**src/rtl/ball_engine.sv**
```systemverilog
// ball_engine: ball position/velocity engine for the paddle game.
//
// Moves a square ball once per frame tick, bounces it off the top and bottom
// walls, returns it from either paddle with a speed-up, and reports a miss
// with a one-cycle score pulse. A serve/countdown sequencer holds the ball
// at the centre until a serve request and a fixed number of frame ticks.
//
// Ports:
//   clck        system clock
//   reset       asynchronous, active-high reset
//   vgax, vgay  current VGA pixel being drawn
//   update      one-cycle frame tick; all motion happens on update cycles
//   serve       one-cycle serve request (acted on only when idle)
//   paddle_l_y  left paddle top row
//   paddle_r_y  right paddle top row
//   pixel       registered: ball covers (vgax, vgay)
//   ball_x/y    ball top-left corner
//   score_l     one-cycle pulse: left player scored (ball exited right)
//   score_r     one-cycle pulse: right player scored (ball exited left)
//   playing     high while the ball is in play
module ball_engine #(
  parameter int SCREEN_W     = 640,
  parameter int SCREEN_H     = 480,
  parameter int BALL_SIZE    = 10,
  parameter int VEL_W        = 4,
  parameter int INIT_SPEED   = 2,
  parameter int PADDLE_H     = 64,
  parameter int PADDLE_W     = 8,
  parameter int PADDLE_X_L   = 16,
  parameter int PADDLE_X_R   = 616,
  parameter int SERVE_FRAMES = 60
) (
  input  logic       clck,
  input  logic       reset,
  input  logic [9:0] vgax,
  input  logic [8:0] vgay,
  input  logic       update,
  input  logic       serve,
  input  logic [8:0] paddle_l_y,
  input  logic [8:0] paddle_r_y,
  output logic       pixel,
  output logic [9:0] ball_x,
  output logic [8:0] ball_y,
  output logic       score_l,
  output logic       score_r,
  output logic       playing
);

  localparam int CW   = 12;
  localparam int CntW = $clog2(SERVE_FRAMES + 1);

  localparam logic [1:0] StIdle      = 2'd0;
  localparam logic [1:0] StServeWait = 2'd1;
  localparam logic [1:0] StPlay      = 2'd2;
  localparam logic [1:0] StScored    = 2'd3;

  localparam logic [9:0] XCentre    = 10'(SCREEN_W / 2 - BALL_SIZE / 2);
  localparam logic [8:0] YCentre    = 9'(SCREEN_H / 2 - BALL_SIZE / 2);
  localparam logic [9:0] XLeftStop  = 10'(PADDLE_X_L + PADDLE_W);
  localparam logic [9:0] XRightStop = 10'(PADDLE_X_R - BALL_SIZE);
  localparam logic [10:0] BallSpan  = 11'(BALL_SIZE - 1);

  localparam logic signed [CW-1:0] XMax      = CW'(SCREEN_W - BALL_SIZE);
  localparam logic signed [CW-1:0] YMax      = CW'(SCREEN_H - BALL_SIZE);
  localparam logic signed [CW-1:0] Ball      = CW'(BALL_SIZE);
  localparam logic signed [CW-1:0] PadH      = CW'(PADDLE_H);
  localparam logic signed [CW-1:0] LeftFace  = CW'(PADDLE_X_L + PADDLE_W);
  localparam logic signed [CW-1:0] RightFace = CW'(PADDLE_X_R);

  localparam logic [VEL_W-1:0] VMax     = {1'b0, {(VEL_W - 1){1'b1}}};
  localparam logic [VEL_W-1:0] VOne     = VEL_W'(1);
  localparam logic [VEL_W-1:0] VInit    = VEL_W'(INIT_SPEED);
  localparam logic [VEL_W-1:0] VInitNeg = VEL_W'(-INIT_SPEED);

  localparam logic [CntW-1:0] CntLoad = CntW'(SERVE_FRAMES);
  localparam logic [CntW-1:0] CntOne  = CntW'(1);

  logic [1:0]       state_q, state_d;
  logic [CntW-1:0]  cnt_q, cnt_d;
  logic [9:0]       x_q, x_d;
  logic [8:0]       y_q, y_d;
  // Velocities are stored as two's complement bit patterns.
  logic [VEL_W-1:0] xv_q, xv_d;
  logic [VEL_W-1:0] yv_q, yv_d;
  // Direction of the next serve: xv sign follows the last scorer, yv sign
  // alternates from point to point.
  logic             serve_xneg_q, serve_xneg_d;
  logic             serve_yneg_q, serve_yneg_d;
  logic             pixel_q, pixel_d;
  logic             score_l_q, score_l_d;
  logic             score_r_q, score_r_d;

  logic signed [CW-1:0] x_s, nx, ny, y_cl, pl_s, pr_s;
  logic                 y_bounce, ovl_l, ovl_r, hit_l, hit_r, xv_neg, xv_pos;
  logic [VEL_W-1:0]     xv_mag, xv_fast;
  logic [10:0]          x_hi;
  logic [9:0]           y_hi;

  // Candidate motion for this frame, plus wall and paddle decisions.
  always_comb begin
    x_s  = $signed({2'b00, x_q});
    nx   = x_s + $signed({{(CW - VEL_W){xv_q[VEL_W-1]}}, xv_q});
    ny   = $signed({3'b000, y_q}) + $signed({{(CW - VEL_W){yv_q[VEL_W-1]}}, yv_q});

    y_bounce = 1'b0;
    y_cl     = ny;
    if (ny[CW-1]) begin
      y_bounce = 1'b1;
      y_cl     = '0;
    end else if (ny > YMax) begin
      y_bounce = 1'b1;
      y_cl     = YMax;
    end

    // Paddle overlap is judged against the wall-clamped new row.
    pl_s  = $signed({3'b000, paddle_l_y});
    pr_s  = $signed({3'b000, paddle_r_y});
    ovl_l = (y_cl + Ball > pl_s) && (y_cl < pl_s + PadH);
    ovl_r = (y_cl + Ball > pr_s) && (y_cl < pr_s + PadH);

    xv_neg  = xv_q[VEL_W-1];
    xv_pos  = !xv_neg && (xv_q != '0);
    xv_mag  = xv_neg ? (~xv_q + VOne) : xv_q;
    xv_fast = (xv_mag >= VMax) ? VMax : (xv_mag + VOne);

    // A hit needs the ball to cross the paddle face during this frame.
    hit_l = xv_neg && (x_s >= LeftFace) && (nx < LeftFace) && ovl_l;
    hit_r = xv_pos && (x_s + Ball <= RightFace) && (nx + Ball > RightFace) && ovl_r;
  end

  always_comb begin
    state_d      = state_q;
    cnt_d        = cnt_q;
    x_d          = x_q;
    y_d          = y_q;
    xv_d         = xv_q;
    yv_d         = yv_q;
    serve_xneg_d = serve_xneg_q;
    serve_yneg_d = serve_yneg_q;
    score_l_d    = 1'b0;
    score_r_d    = 1'b0;

    x_hi    = {1'b0, x_q} + BallSpan;
    y_hi    = {1'b0, y_q} + BallSpan[9:0];
    pixel_d = (vgax >= x_q) && ({1'b0, vgax} <= x_hi) &&
              (vgay >= y_q) && ({1'b0, vgay} <= y_hi);

    case (state_q)
      StIdle: begin
        if (serve) begin
          state_d = StServeWait;
          cnt_d   = CntLoad;
        end
      end
      StServeWait: begin
        if (update) begin
          cnt_d = cnt_q - CntOne;
          if (cnt_q == CntOne) state_d = StPlay;
        end
      end
      StPlay: begin
        if (update) begin
          y_d = y_cl[8:0];
          if (y_bounce) yv_d = ~yv_q + VOne;
          if (hit_l) begin
            x_d  = XLeftStop;
            xv_d = xv_fast;
          end else if (hit_r) begin
            x_d  = XRightStop;
            xv_d = ~xv_fast + VOne;
          end else if (nx[CW-1]) begin
            // Exit left: x holds its pre-update value.
            score_r_d    = 1'b1;
            serve_xneg_d = 1'b1;
            state_d      = StScored;
          end else if (nx > XMax) begin
            score_l_d    = 1'b1;
            serve_xneg_d = 1'b0;
            state_d      = StScored;
          end else begin
            x_d = nx[9:0];
          end
        end
      end
      StScored: begin
        if (update) begin
          state_d      = StIdle;
          x_d          = XCentre;
          y_d          = YCentre;
          xv_d         = serve_xneg_q ? VInitNeg : VInit;
          yv_d         = serve_yneg_q ? VInit : VInitNeg;
          serve_yneg_d = !serve_yneg_q;
        end
      end
      default: state_d = StIdle;
    endcase
  end

  always_ff @(posedge clck or posedge reset) begin
    if (reset) begin
      state_q      <= StIdle;
      cnt_q        <= '0;
      x_q          <= XCentre;
      y_q          <= YCentre;
      xv_q         <= VInit;
      yv_q         <= VInit;
      serve_xneg_q <= 1'b0;
      serve_yneg_q <= 1'b0;
      pixel_q      <= 1'b0;
      score_l_q    <= 1'b0;
      score_r_q    <= 1'b0;
    end else begin
      state_q      <= state_d;
      cnt_q        <= cnt_d;
      x_q          <= x_d;
      y_q          <= y_d;
      xv_q         <= xv_d;
      yv_q         <= yv_d;
      serve_xneg_q <= serve_xneg_d;
      serve_yneg_q <= serve_yneg_d;
      pixel_q      <= pixel_d;
      score_l_q    <= score_l_d;
      score_r_q    <= score_r_d;
    end
  end

  assign pixel   = pixel_q;
  assign ball_x  = x_q;
  assign ball_y  = y_q;
  assign score_l = score_l_q;
  assign score_r = score_r_q;
  assign playing = (state_q == StPlay);

endmodule
```
**config.mk**
```make
export PLATFORM = sky130hd
export DESIGN_NAME = ball_engine
export DESIGN_NICKNAME = d
export VERILOG_FILES = /design/src/rtl/ball_engine.sv
export SDC_FILE = /design/constraint.sdc
export NUM_CORES = 1
export LEC_CHECK = 0
export ABC_AREA = 1
export CORE_UTILIZATION = 35
export CTS_CLUSTER_DIAMETER = 200
export DETAILED_ROUTE_END_ITERATION = 8
export DONT_BUFFER_PORTS = 1
export PLACE_DENSITY = 0.63
export SYNTH_ARGS = -nofsm -noshare
export SYNTH_HDL_FRONTEND = slang
export SYNTH_SLANG_ARGS = --single-unit
```
**constraint.sdc**
```tcl
create_clock -name clck -period 4.38 [get_ports clck]
set_clock_uncertainty 0.1 [all_clocks]
set_input_delay 0.876 -clock clck [delete_from_list [all_inputs] [get_ports clck]]
set_output_delay 0.876 -clock clck [all_outputs]
set_load 0.01 [all_outputs]
```
## Yosys cells after proc, flatten, opt, wreduce, memory -nomap -nowiden

Cells that the tools add are included.

- Flip-flop bits (word level): 40
- Input port bits: 41
- Output and inout bits: 23
- Logic and storage cells: 141

- $add $sub $neg: 14
- Magnitude comparators: 15
- Eq/ne operators: 16
- Mux-type cells: 53
- Bitwise operators: 5
- Reduce and logical (&&, ||, !) cells: 27

Operators with widths:

| kind | count |
|---|---|
| 10-bit 2-to-1 mux | 6 |
| 4-bit 2-to-1 mux | 11 |
| 12-bit by 5-bit adder with 12-bit output (second input constant) | 2 |
| 12-bit by 10-bit > comparator with 1-bit output | 2 |
| 12-bit by 11-bit > comparator with 1-bit output (second input constant) | 2 |
| 12-bit by 11-bit < comparator with 1-bit output | 2 |
| 10-bit by 4-bit adder with 11-bit output (second input constant) | 2 |
| 11-bit 2-to-1 mux | 2 |
| 9-bit by 7-bit adder with 10-bit output (second input constant) | 2 |
| 10-bit case mux with 2 select lines | 1 |
| 2-bit 2-to-1 mux | 9 |
| 9-bit 2-to-1 mux | 2 |
| 9-bit case mux with 2 select lines | 1 |
| 4-bit by 1-bit adder with 4-bit output (second input constant) | 4 |
| 4-bit case mux with 2 select lines | 2 |
| 1-bit 2-to-1 mux | 15 |
| 2-bit inequality test (second input constant) | 7 |
| 11-bit by 4-bit adder with 12-bit output | 1 |
| 1-bit logical AND | 12 |
| 12-bit by 6-bit < comparator with 1-bit output (second input constant) | 1 |
| 6-bit 2-to-1 mux | 2 |
| 4-bit inverter | 3 |
| 6-bit case mux with 2 select lines | 1 |
| 10-bit by 4-bit adder with 11-bit output | 1 |
| 28 further kinds | 37 |

## Depth between registers and ports, before layout

- Depth in word-level cells: 12
- Gate-level depth with buffers: 38
- Depth with buffers taken out: 38

## Worst setup path after synthesis

No wires, ideal clock.

- Kind: flip-flop to flip-flop
- Start point: register yv_q[3]
- End point: register x_q[2], in the netlist ball_x[2]
- Library setup time: 116 ps
- Arrival: 4,223 ps
- Required time: 4,164 ps
- Path slack: -59 ps
- Stages on the path, launching flop included: 35
- Buffers on the path: 1
- Period minus slack after synthesis: 4,439 ps
- Path through: dfrtp_1 ha_1 a21oi_1 nor2_1 a211oi_1 o21ai_1 xnor2_1 nand2_1 nor2_1 inv_1 nand2_1 inv_1 ha_1 inv_1 nand2_1 nand2_1 nor2_1 nand2_1 nand2_1 nand2_1 inv_1 ha_1 nand2_1 o21ai_0 a21oi_1 o2bb2ai_1 nor2_1 nand3_2 nand2_1 inv_2 nand2_4 nand2_8 buf_12 nand3_2 nand2_1

- Cells in the longest elaborated chain, start to end: 12
- Elaborated cells on any way between the ends: 20
- Those cells by class: add/sub: 2; order compare: 5; eq/ne: 2; mux: 6; reduce/logical: 5

Ends and longest elaborated chain:

| item | RTL line | text |
|---|---|---|
| start: declaration | 84 | `logic [VEL_W-1:0] yv_q, yv_d;` |
| start signal: assignment | 206 | `yv_q <= VInit;` |
| start signal: assignment | 218 | `yv_q <= yv_d;` |
| 10-bit by 4-bit adder with 11-bit output (*) | 103 | `ny = $signed({3'b000, y_q}) + $signed({{(CW - VEL_W){yv_q[VEL_W-1]}}, yv_q});` |
| 11-bit by 10-bit > comparator with 1-bit output | 110 | `end else if (ny > YMax) begin` |
| 11-bit 2-to-1 mux | 110 |  |
| 11-bit 2-to-1 mux (*) | 107 | `if (ny[CW-1]) begin` |
| 12-bit by 5-bit adder with 12-bit output | 118, 119 |  |
| 12-bit by 10-bit > comparator with 1-bit output | 119 | `ovl_r = (y_cl + Ball > pr_s) && (y_cl < pr_s + PadH);` |
| 1-bit logical AND | 119 |  |
| 1-bit logical AND | 128 | `hit_r = xv_pos && (x_s + Ball <= RightFace) && (nx + Ball > RightFace) && ovl_r;` |
| 10-bit 2-to-1 mux | 168 | `end else if (hit_r) begin` |
| 10-bit 2-to-1 mux | 165 | `if (hit_l) begin` |
| 10-bit 2-to-1 mux | 162 | `if (update) begin` |
| 10-bit case mux with 2 select lines | 148 | `case (state_q)` |
| end signal: assignment | 203 | `x_q <= XCentre;` |
| end: declaration | 80 | `logic [9:0] x_q, x_d;` |

Mark *: on every way between the ends. The rest lies on a longest branch, timed or not. The select of a mux whose other input is x is not followed.
A chain may end at the register's enable or synchronous reset.

## Worst setup path in the final report

Ends and elaborated chain as after synthesis.

==> metrics.yaml <==
grt_antenna_before_repair: 0
crit_arrival_ns: 4.51
portBuffers: 0
synth_async_sr_flop_share_pct: 100.0
ctsLongestPathBuffers: 2
slowest_stage: "dfrtp_2"
cts_sinks: 39
syn_area_um2: 5754
area_delta_synth_final_pct: 24.27
vias: 5536
grt_max_degree: 40
fmax_mhz: 225.8
crit_path_start_kind: "flop"
synth.area.top_cells: "ha_1 24%, nand2_1 14%, dfrtp_1 11%, inv_1 8.9%, dfstp_2 6.4%"
fp-row-count: 46
grt_usage_pct: 18.23
cp_num_cells: 30
reg2reg_depth: 30
hpwl_um: 12270
final_area_um2: 7151
ios: 64
min_path_type: "flop to flop"
fillCellCount: 1578
grt.overflow.total: 0
cts_buffers: 5
drt-pass1-iter-count: 4
syn-instance-count: 840
finish.utilization_pct: 44.85
placed_area_um2: 6369
max_stage_delay_ns: 0.51
cts_tree: "done"
drv_cap: 0
period_needed_ns: 4.428
violations: "setup timing"
synth_ff_type: "dfrtp_1"
cts-root-buf: "clkbuf_16"
min_path_cells: 2
synth_area_leader_cell: "ha_1"
setup_violations: 12
path_class: "flop to flop"
drt_iter0_drc: 263
cp-end-kind: "flop"
htreeDepth: 2
ys_warn_count: 0
hold_viol_final: 0
start_util_pct: 36.09
clkLatencyLatePin_ns: 0.29
synth_edf_count: 0
die_area_um2: 16960
tightest_slew_ns: 0.8531
finalWirelength_um: 15790
dieWidth_um: 130.2
syn_avg_cell_area_um2: 6.850
drc: 0
postRouteAntennaNets: 0
clk_pin_slew_ns: 0.07
fp.dieH_um: 130.2
yosys.area.top_type_share_pct: 23.92
grt_pass1_wl_um: 24500
cp_max_fo: 6
slew_viol_final: 0
diodes: 0
status: "complete, but fails checks"
crit_buf_inv: 5
cpLargestDelayFamily: "compound AO/OA/AOI/OAI gates"
place.gp.congestion: 0.8773
drive_above_1_share_pct: 23.90
viasPerCell: 4.908
fin_nets: 1063
finalCritPeriodShare_pct: 101.1
synth-seq-cells: 39
setup_ws_ns: -0.04794
wl_per_cell_um: 14.00
coreArea_um2: 15940
yosysUniqueCellTypes: 54
grt_pass1_vias: 5082
yosysSeqAreaShare_pct: 17.26
relSlewSlack_pct: 42.99
rsz0062_at_grt: "true"
required_ns: 4.46
## state kept, by name, summed over array words and instances, names as in the netlist
name	flops
serve_yneg_q	1
score_l	1
yv_q	3
cnt_q	6
serve_xneg_q	1
pixel	1
ball_y	9
xv_q	4
score_r	1
ball_x	10
state_q	2
## cell usage in the layout (no fill, tap or decap), drive strengths merged, types with 2 or more instances in the layout
cell     netlist  routed
o21a           2       2
clkinv         3       4
a22oi          5       5
dfstp         14      14
buf            3      64
ha           110     110
o21bai         5       5
xor2          24      24
nand3b         5       5
inv          144     145
a21boi         2       2
or2            5       5
nand3         60      60
a211oi         3       3
o2111ai        2       2
xnor2          8       8
nand4         16      16
a21oi         50      50
conb           1       2
o211ai         5       5
nor3          12      12
o22ai          5       5
o221ai         2       2
o21ai         23      23
dfrtp         25      25
nor2          63      63
nand2        233     236
clkbuf         1       5
## logic make-up (layout without fill, tap and decap cells)
family          Yosys count  count (layout)  share of synthesized area (%)
simple gates            394             397                          30.94
flops                    39              39                          17.26
fa+ha+maj               111             111                          24.27
other cells               1               2                        0.06517
compound gates          112             112                          12.11
buf+inv                 151             219                          10.22
xor+xnor                 32              32                          5.131
## routing by layer
metal / track usage (%) / part of all wire (%) / routed length, µm
met1: 23.97 / 46 / 7266
met2: 30.85 / 47 / 7425
met3: 3.772 / 5.4 / 855
met4: 3.352 / 1.5 / 243
met5: 0 / 0 / 0
## tightest hold or removal path, stage by stage, from the launching register on
cell,delay (ns)
dfrtp_1,0.34
nand2_1,0.05
nand2_1,0.05
## through the flow
step,setup slack (ns),hold slack [ns],cells,TNS (ns)
2_1_floorplan,0.0005289,0.3422,841,0
4_1_cts,0.004973,0.3797,1121,0
3_3_place_gp,-0.05623,0.3575,1100,-0.5769
3_5_place_dp,-0.1788,0.3647,1100,-2.169
6_report,-0.04794,0.3773,1128,-0.2907
5_1_grt,-0.2601,0.4152,1128,-4.030
## final timing paths
| path | start | end | slack (ns) |
|---|---|---|---|
| worst max-delay path | yv_q[3] | ball_x[2] | -0.05 |
| worst min-delay path | serve_xneg_q | serve_xneg_q | 0.38 |
| worst max register to register | yv_q[3] | ball_x[2] | -0.05 |
| worst min register to register | serve_xneg_q | serve_xneg_q | 0.38 |
| max in group asynchronous | reset | ball_y[0] | 3.29 |
| min in group asynchronous | reset | pixel | 0.49 |
## layout make-up
| class | count | area (µm²) | share of cell area (%) |
|---|---|---|---|
| timing repair buffer | 64 | 499.2 | 6.982 |
| sequential | 39 | 994.7 | 13.91 |
| clock inverter | 3 | 43.79 | 0.6124 |
| tap | 216 | 270.3 | 3.780 |
| inverter | 147 | 554.3 | 7.752 |
| clock buffer | 5 | 125.1 | 1.750 |
| multi-input combinational | 654 | 4663 | 65.21 |
## cell usage after synthesis (4+ instances only)
cell type and instances:
o21ai_0 19, dfrtp_1 25, nand3_1 49, dfstp_2 14, nor3_1 12, nand2_2 7, or2_2 4, nand2_1 222
o21bai_1 5, nand3b_1 5, a22oi_1 5, xor2_1 22, nand4_1 14, o211ai_1 5, ha_1 110, inv_1 137
xnor2_1 8, o22ai_1 5, nor2_1 61, a21oi_1 46, nand3_2 11, inv_2 7
## what timing repair did
item	CTS	global route
buffers inserted	10	7
pin swaps	15	35
endpoints found under the setup margin	19	19
cloned	3	0
gates resized for setup	20	84
hold buffers	0	0
Power is not shown: default switching activity piles up to over one toggle a cycle in this logic, so the estimate is an artifact.
